--- src/rtl/fir_interp_poly_pkg.sv ---
// fir_pkg: shared helpers and FSM encoding for the polyphase FIR family
package fir_pkg;
  typedef logic [1:0] state_t;
  localparam state_t IDLE = 2'd0, MAC = 2'd1, OUT = 2'd2;
  function automatic int clog2(input int n);
    int r = 1;
    while ((1 << r) < n) r++;
    return r;
  endfunction
  function automatic int acc_width(input int dw, input int cw, input int m);
    return dw + cw + clog2(m) + 1;
  endfunction
  function automatic logic signed [63:0] sat(input logic signed [63:0] x, input int w);
    logic signed [63:0] hi, lo;
    hi = (64'sd1 <<< (w - 1)) - 64'sd1;
    lo = -hi - 64'sd1;
    return x > hi ? hi : x < lo ? lo : x;
  endfunction
endpackage

--- src/rtl/fir_interp_poly_if.sv ---
// fir_interp_poly_if: valid/ready sample input and phase-tagged sample output
interface fir_interp_poly_if #(parameter int DW = 16, parameter int PW = 2);
  logic s_valid, s_ready, m_valid, m_ready;
  logic signed [DW-1:0] s_data, m_data;
  logic [PW-1:0] m_phase;
  modport master (output s_valid, s_data, m_ready, input s_ready, m_valid, m_data, m_phase);
  modport slave (input s_valid, s_data, m_ready, output s_ready, m_valid, m_data, m_phase);
endinterface

--- src/rtl/fir_interp_poly_mac_unit.sv ---
// fir_mac_unit: clear/enable multiply-accumulate with round, shift and saturate stage
// FIR_INTERP_ROUND_EN selects round-half-up instead of floor before the shift
module fir_mac_unit import fir_pkg::*; #(
  parameter int DW = 16,
  parameter int CW = 16,
  parameter int AW = 37,
  parameter int SHIFT = 15
) (
  input  logic                 clk,
  input  logic                 rst_n,
  input  logic                 clr_i,
  input  logic                 en_i,
  input  logic signed [DW-1:0] a_i,
  input  logic signed [CW-1:0] b_i,
  output logic signed [DW-1:0] y_o
);
  logic signed [AW-1:0] acc_q, acc_d, rnd;
  logic signed [DW+CW-1:0] prod;
  logic signed [63:0] sh;
  always_comb begin
    prod = (DW+CW)'(a_i) * (DW+CW)'(b_i);
    acc_d = clr_i ? '0 : en_i ? acc_q + AW'(prod) : acc_q;
`ifdef FIR_INTERP_ROUND_EN
    rnd = acc_q + AW'((64'd1 << SHIFT) >> 1);
`else
    rnd = acc_q;
`endif
    sh = 64'(rnd >>> SHIFT);
    y_o = DW'(sat(sh, DW));
  end
  always_ff @(posedge clk or negedge rst_n)
    if (!rst_n) acc_q <= '0;
    else acc_q <= acc_d;
endmodule

--- src/rtl/fir_interp_poly.sv ---
// fir_interp_poly: polyphase interpolate-by-L FIR built around one shared MAC
// FIR_INTERP_ROUND_EN (consumed by fir_mac_unit) enables round-half-up on the output
module fir_interp_poly import fir_pkg::*; #(
  parameter int N_TAPS = 63,
  parameter int L = 4,
  parameter int DW = 16,
  parameter int CW = 16,
  parameter logic [N_TAPS*CW-1:0] COEF = {
    16'hFFF0, 16'hFFE8, 16'hFFE0, 16'hFFE4, 16'hFFF4, 16'h000C, 16'h0024, 16'h0038,
    16'h003C, 16'h0028, 16'h0000, 16'hFFC8, 16'hFF90, 16'hFF70, 16'hFF74, 16'hFFA4,
    16'h0000, 16'h0074, 16'h00E0, 16'h0120, 16'h0120, 16'h00D0, 16'h0030, 16'hFF5C,
    16'hFE90, 16'hFE10, 16'hFE20, 16'hFF00, 16'h00E0, 16'h03A0, 16'h06E0, 16'h0800,
    16'h06E0, 16'h03A0, 16'h00E0, 16'hFF00, 16'hFE20, 16'hFE10, 16'hFE90, 16'hFF5C,
    16'h0030, 16'h00D0, 16'h0120, 16'h0120, 16'h00E0, 16'h0074, 16'h0000, 16'hFFA4,
    16'hFF74, 16'hFF70, 16'hFF90, 16'hFFC8, 16'h0000, 16'h0028, 16'h003C, 16'h0038,
    16'h0024, 16'h000C, 16'hFFF4, 16'hFFE4, 16'hFFE0, 16'hFFE8, 16'hFFF0},
  parameter int SHIFT = 15
) (
  input logic clk,
  input logic rst_n,
  fir_interp_poly_if.slave bus
);
  localparam int M = (N_TAPS + L - 1) / L;
  localparam int KW = clog2(M), PW = clog2(L), IW = clog2(M * L);
  localparam int AW = acc_width(DW, CW, M);
  state_t st_q, st_d;
  logic [KW-1:0] k_q, k_d;
  logic [PW-1:0] p_q, p_d;
  logic rdy_q, accept, acc_clr, last_k, last_p;
  logic [IW-1:0] idx;
  logic signed [DW-1:0] d_q [M];
  logic signed [CW-1:0] h [M*L];
  logic signed [DW-1:0] y;
  // Zero-pad the prototype up to M*L taps so every phase has exactly M taps
  for (genvar i = 0; i < M * L; i++) begin : g_h
    if (i < N_TAPS) begin : g_t
      assign h[i] = COEF[(N_TAPS-1-i)*CW +: CW];
    end else begin : g_z
      assign h[i] = '0;
    end
  end
  always_comb begin
    accept = st_q == IDLE && rdy_q && bus.s_valid;
    last_k = k_q == KW'(M - 1);
    last_p = p_q == PW'(L - 1);
    idx = IW'(k_q) * IW'(L) + IW'(p_q);
    acc_clr = accept || (st_q == OUT && bus.m_ready && !last_p);
    st_d = accept ? MAC : st_q == MAC && last_k ? OUT :
           st_q == OUT && bus.m_ready ? (last_p ? IDLE : MAC) : st_q;
    k_d = st_q == MAC && !last_k ? k_q + 1'b1 : '0;
    p_d = accept ? '0 : acc_clr ? p_q + 1'b1 : p_q;
  end
  always_ff @(posedge clk or negedge rst_n)
    if (!rst_n) begin
      st_q <= IDLE;
      k_q <= '0;
      p_q <= '0;
      rdy_q <= 1'b0;
      for (int j = 0; j < M; j++) d_q[j] <= '0;
    end else begin
      st_q <= st_d;
      k_q <= k_d;
      p_q <= p_d;
      rdy_q <= 1'b1;
      if (accept) begin
        d_q[0] <= bus.s_data;
        for (int j = 1; j < M; j++) d_q[j] <= d_q[j-1];
      end
    end
  fir_mac_unit #(.DW(DW), .CW(CW), .AW(AW), .SHIFT(SHIFT)) u_mac (
    .clk(clk), .rst_n(rst_n), .clr_i(acc_clr), .en_i(st_q == MAC),
    .a_i(d_q[k_q]), .b_i(h[idx]), .y_o(y)
  );
  assign bus.s_ready = st_q == IDLE && rdy_q;
  assign bus.m_valid = st_q == OUT;
  assign bus.m_phase = p_q;
  assign bus.m_data = y;
endmodule
--- src/flat_wrapper.sv ---
// flat-port wrapper written by rule: the top's interface ports become plain ports
module fir_interp_poly_flat import fir_pkg::*;
#(
  parameter int N_TAPS = 63,
  parameter int L = 4,
  parameter int DW = 16,
  parameter int CW = 16,
  parameter logic [N_TAPS*CW-1:0] COEF = {
    16'hFFF0, 16'hFFE8, 16'hFFE0, 16'hFFE4, 16'hFFF4, 16'h000C, 16'h0024, 16'h0038,
    16'h003C, 16'h0028, 16'h0000, 16'hFFC8, 16'hFF90, 16'hFF70, 16'hFF74, 16'hFFA4,
    16'h0000, 16'h0074, 16'h00E0, 16'h0120, 16'h0120, 16'h00D0, 16'h0030, 16'hFF5C,
    16'hFE90, 16'hFE10, 16'hFE20, 16'hFF00, 16'h00E0, 16'h03A0, 16'h06E0, 16'h0800,
    16'h06E0, 16'h03A0, 16'h00E0, 16'hFF00, 16'hFE20, 16'hFE10, 16'hFE90, 16'hFF5C,
    16'h0030, 16'h00D0, 16'h0120, 16'h0120, 16'h00E0, 16'h0074, 16'h0000, 16'hFFA4,
    16'hFF74, 16'hFF70, 16'hFF90, 16'hFFC8, 16'h0000, 16'h0028, 16'h003C, 16'h0038,
    16'h0024, 16'h000C, 16'hFFF4, 16'hFFE4, 16'hFFE0, 16'hFFE8, 16'hFFF0},
  parameter int SHIFT = 15
)
  (clk, rst_n, bus_s_valid, bus_s_data, bus_m_ready, bus_s_ready, bus_m_valid, bus_m_data, bus_m_phase);
  fir_interp_poly_if #(.DW(DW)) bus_i ();
  input logic clk;
  input logic rst_n;
  input wire logic [$bits(bus_i.s_valid)-1:0] bus_s_valid;
  input wire logic [$bits(bus_i.s_data)-1:0] bus_s_data;
  input wire logic [$bits(bus_i.m_ready)-1:0] bus_m_ready;
  output wire logic [$bits(bus_i.s_ready)-1:0] bus_s_ready;
  output wire logic [$bits(bus_i.m_valid)-1:0] bus_m_valid;
  output wire logic [$bits(bus_i.m_data)-1:0] bus_m_data;
  output wire logic [$bits(bus_i.m_phase)-1:0] bus_m_phase;
  assign bus_i.s_valid = bus_s_valid;
  assign bus_i.s_data = bus_s_data;
  assign bus_i.m_ready = bus_m_ready;
  assign bus_s_ready = bus_i.s_ready;
  assign bus_m_valid = bus_i.m_valid;
  assign bus_m_data = bus_i.m_data;
  assign bus_m_phase = bus_i.m_phase;
  fir_interp_poly #(.N_TAPS(N_TAPS), .L(L), .DW(DW), .CW(CW), .COEF(COEF), .SHIFT(SHIFT)) u_core (.clk(clk), .rst_n(rst_n), .bus(bus_i));
endmodule
--- config.mk ---
export PLATFORM = sky130hd
export DESIGN_NAME = fir_interp_poly_flat
export DESIGN_NICKNAME = d
export VERILOG_FILES = /design/src/rtl/fir_interp_poly_pkg.sv /design/src/rtl/fir_interp_poly_if.sv /design/src/rtl/fir_interp_poly_mac_unit.sv /design/src/rtl/fir_interp_poly.sv /design/src/flat_wrapper.sv
export SDC_FILE = /design/constraint.sdc
export NUM_CORES = 1
export LEC_CHECK = 0
export CAP_MARGIN = 10
export CELL_PAD_IN_SITES_DETAIL_PLACEMENT = 0
export CELL_PAD_IN_SITES_GLOBAL_PLACEMENT = 1
export CORE_MARGIN = 2
export CORE_UTILIZATION = 31
export CTS_BUF_LIST = sky130_fd_sc_hd__clkbuf_16
export CTS_CLUSTER_SIZE = 12
export DETAILED_ROUTE_END_ITERATION = 7
export PLACE_DENSITY_LB_ADDON = 0.1
export REMOVE_ABC_BUFFERS = 1
export SLEW_MARGIN = 20
export SYNTH_ARGS = -nofsm -noshare
export SYNTH_HDL_FRONTEND = slang
export SYNTH_SLANG_ARGS = --single-unit
--- constraint.sdc ---
create_clock -name clk -period 23.7 [get_ports clk]
set_input_delay 2.37 -clock clk [delete_from_list [all_inputs] [get_ports clk]]
set_output_delay 2.37 -clock clk [all_outputs]
set_load 0.05 [all_outputs]
==> run metrics <==
Ant. Diodes 0; most used cell, CP fa_1; DR DRC count 0; Routed Antenna Nets 0; vias per cell 4.70; Final Hold Viols 0; first-pass GRT wire length 93200 µm; DRT iter0 DRCs 609; WP buf/inv 7; YS warnings 0; CTS clk-pin slew, worst paths 0.06 ns; clock skew 0.0257 ns; Overflow after GRT 0; WP data required 24.16 ns; Pre-Repair DR Iteration Count 5; FILL cells 7863; synthesis-stage register bit count 300; Distinct cells, synth 70; area of the multi-input gates 0.0151 mm²; Core ar. 0.0775 mm²; number of flops mapped to enable cells by yosys 0; final WL 56300 µm; critical path class flip-flop to flip-flop; drt wl/cell 17.1 µm; slowest CP cell buf_4; die width 284 µm; CTS tree built; die area 0.0804 mm²; Total GRT Usage 0.143; hold buffer count at CTS 0; fin nets 2602; Hold Crit Class flip-flop to flip-flop; max_cap viols 0; number of global-route vias before repair 16952; IO Count 40; post-route setup TNS 0 ns; post-synthesis sequential area ratio 0.310; post-synthesis async set-or-reset flop share 1.00; share of layout cells above drive strength 1 0.197; Mapped Area 0.0242 mm²; Sequential cell area 0.00752 mm²; synthesized instance count 2218; crit-path max FO 48; P&R area growth vs syn 11.2%; Inserted Clock Buffers 38; H-tree depth 2; commonest cells after routing, fill and taps aside 331 x inv_1, 297 x dfrtp_1, 256 x mux2_2; routed via count 15480; port buffer count 39; Clk Latency, worst-skew pair 0.58 ns; worst slew pin tran 1.08 ns; Post-CTS Setup Inserts 0; largest net degree at the start of global routing 100; status completed; fin crit share 0.476; critical path launch point type flip-flop; initial antenna violation count 0; syn avg cell area 10.9 µm²; CTS Buffer Depth 3; commonest non-fill, non-tap cell in the layout inv_1; Synth Flop Type dfrtp_1; RSZ-0062 raised after global routing false; Clock Sinks 300; Max transition margin 0.274; crit path time final 11.28 ns; die height 284 µm; final number of max-transition violations 0; CP endpoint kind flip-flop; RePlAce Congestion 0.795; final setup violation count 0; HPWL after detailed placement 41300 µm; Initial Util 0.313; CP arrival 11.73 ns; row count 102; Root Driver clkbuf_16; Fmax 88.7 MHz; cell family with the largest share of critical-path delay compound AO/OA/AOI/OAI gates; CTS-repair resized insts 0; Largest stage delay, worst path 0.72 ns
state kept, by name, indices dropped and copies added (netlist names):
name and cells:
u_core.u_mac.acc_q 35, u_core.rdy_q 1, u_core.d_q 256, u_core.k_q 4
u_core.bus.m_phase 2, u_core.st_q 2
tightest hold or removal path, stage by stage, from the launching register on:
cell	delay, ns
dfrtp_1	0.34
nand2_1	0.05
o31ai_1	0.05
final timing paths:
path / startpoint / endpoint / slack [ns] / cells past startpoint
setup / recovery: u_core.k_q[0] / u_core.u_mac.acc_q[28] / 12.42 / 39
hold / removal: u_core.u_mac.acc_q[14] / u_core.u_mac.acc_q[14] / 0.48 / 2
setup reg to reg: u_core.k_q[0] / u_core.u_mac.acc_q[28] / 12.42 / 39
hold reg to reg: u_core.u_mac.acc_q[14] / u_core.u_mac.acc_q[14] / 0.48 / 2
max in group asynchronous: rst_n / u_core.d_q[57] / 19.72 / 3
min in group asynchronous: rst_n / u_core.u_mac.acc_q[8] / 1.85 / 1
cells in the mapped netlist, types with 16 or more instances:
cell type / count / share of area
xor2_1: 19 / 0.0069
nor2b_1: 41 / 0.011
dfrtp_1: 300 / 0.31
xnor2_1: 37 / 0.013
o21ai_0: 68 / 0.014
clkbuf_1: 73 / 0.011
fa_1: 218 / 0.18
ha_1: 137 / 0.071
nand2b_1: 25 / 0.0065
mux4_2: 75 / 0.070
nand3_1: 23 / 0.0047
o21a_1: 31 / 0.0096
a21oi_1: 68 / 0.014
nor2_1: 126 / 0.020
nand2_1: 192 / 0.030
mux2_2: 256 / 0.12
a21o_1: 19 / 0.0059
inv_1: 323 / 0.050
buf_2: 16 / 0.0033
through the flow:
stage	hold slack, ns	utilization	std cells	setup slack [ns]	area [µm²]
after floorplan	0.455	-	2118	11.06	23800
after global placement	0.471	0.333	3226	12.05	25800
after detailed placement	0.474	0.333	3227	12.10	25800
after CTS	0.487	0.348	3295	12.09	27000
after global routing	0.508	0.348	3295	11.49	27000
final	0.483	0.348	3295	12.42	27000
routing by layer:
metal	track usage	up-vias	share of wire
met5	0	-	0
met4	0.0361	0	0.020
met3	0.0205	63	0.030
met2	0.243	158	0.47
met1	0.192	7848	0.48
li1	-	7411	-
logic make-up after synthesis:
family,synth area share
and+or+nand+nor,0.0873
buffers and inverters,0.0674
adders and majority gates,0.251
muxes,0.191
DFF,0.310
AOI/OAI and AO/OA,0.0726
xor gates and xnor gates,0.0209
other,0.000155
cell type report:
type / count / share of cell area
Tap cell: 1040 / 0.0483
Inverter: 326 / 0.0455
Clock buffer: 38 / 0.0353
Timing Repair Buffer: 69 / 0.0238
Clock inverter: 30 / 0.00757
Sequential cell: 300 / 0.279
Multi-Input combinational cell: 1492 / 0.561
Power is left out: the tool's default activity adds up to more than one toggle a clock period on the data nets, which glitch-free logic cannot reach.
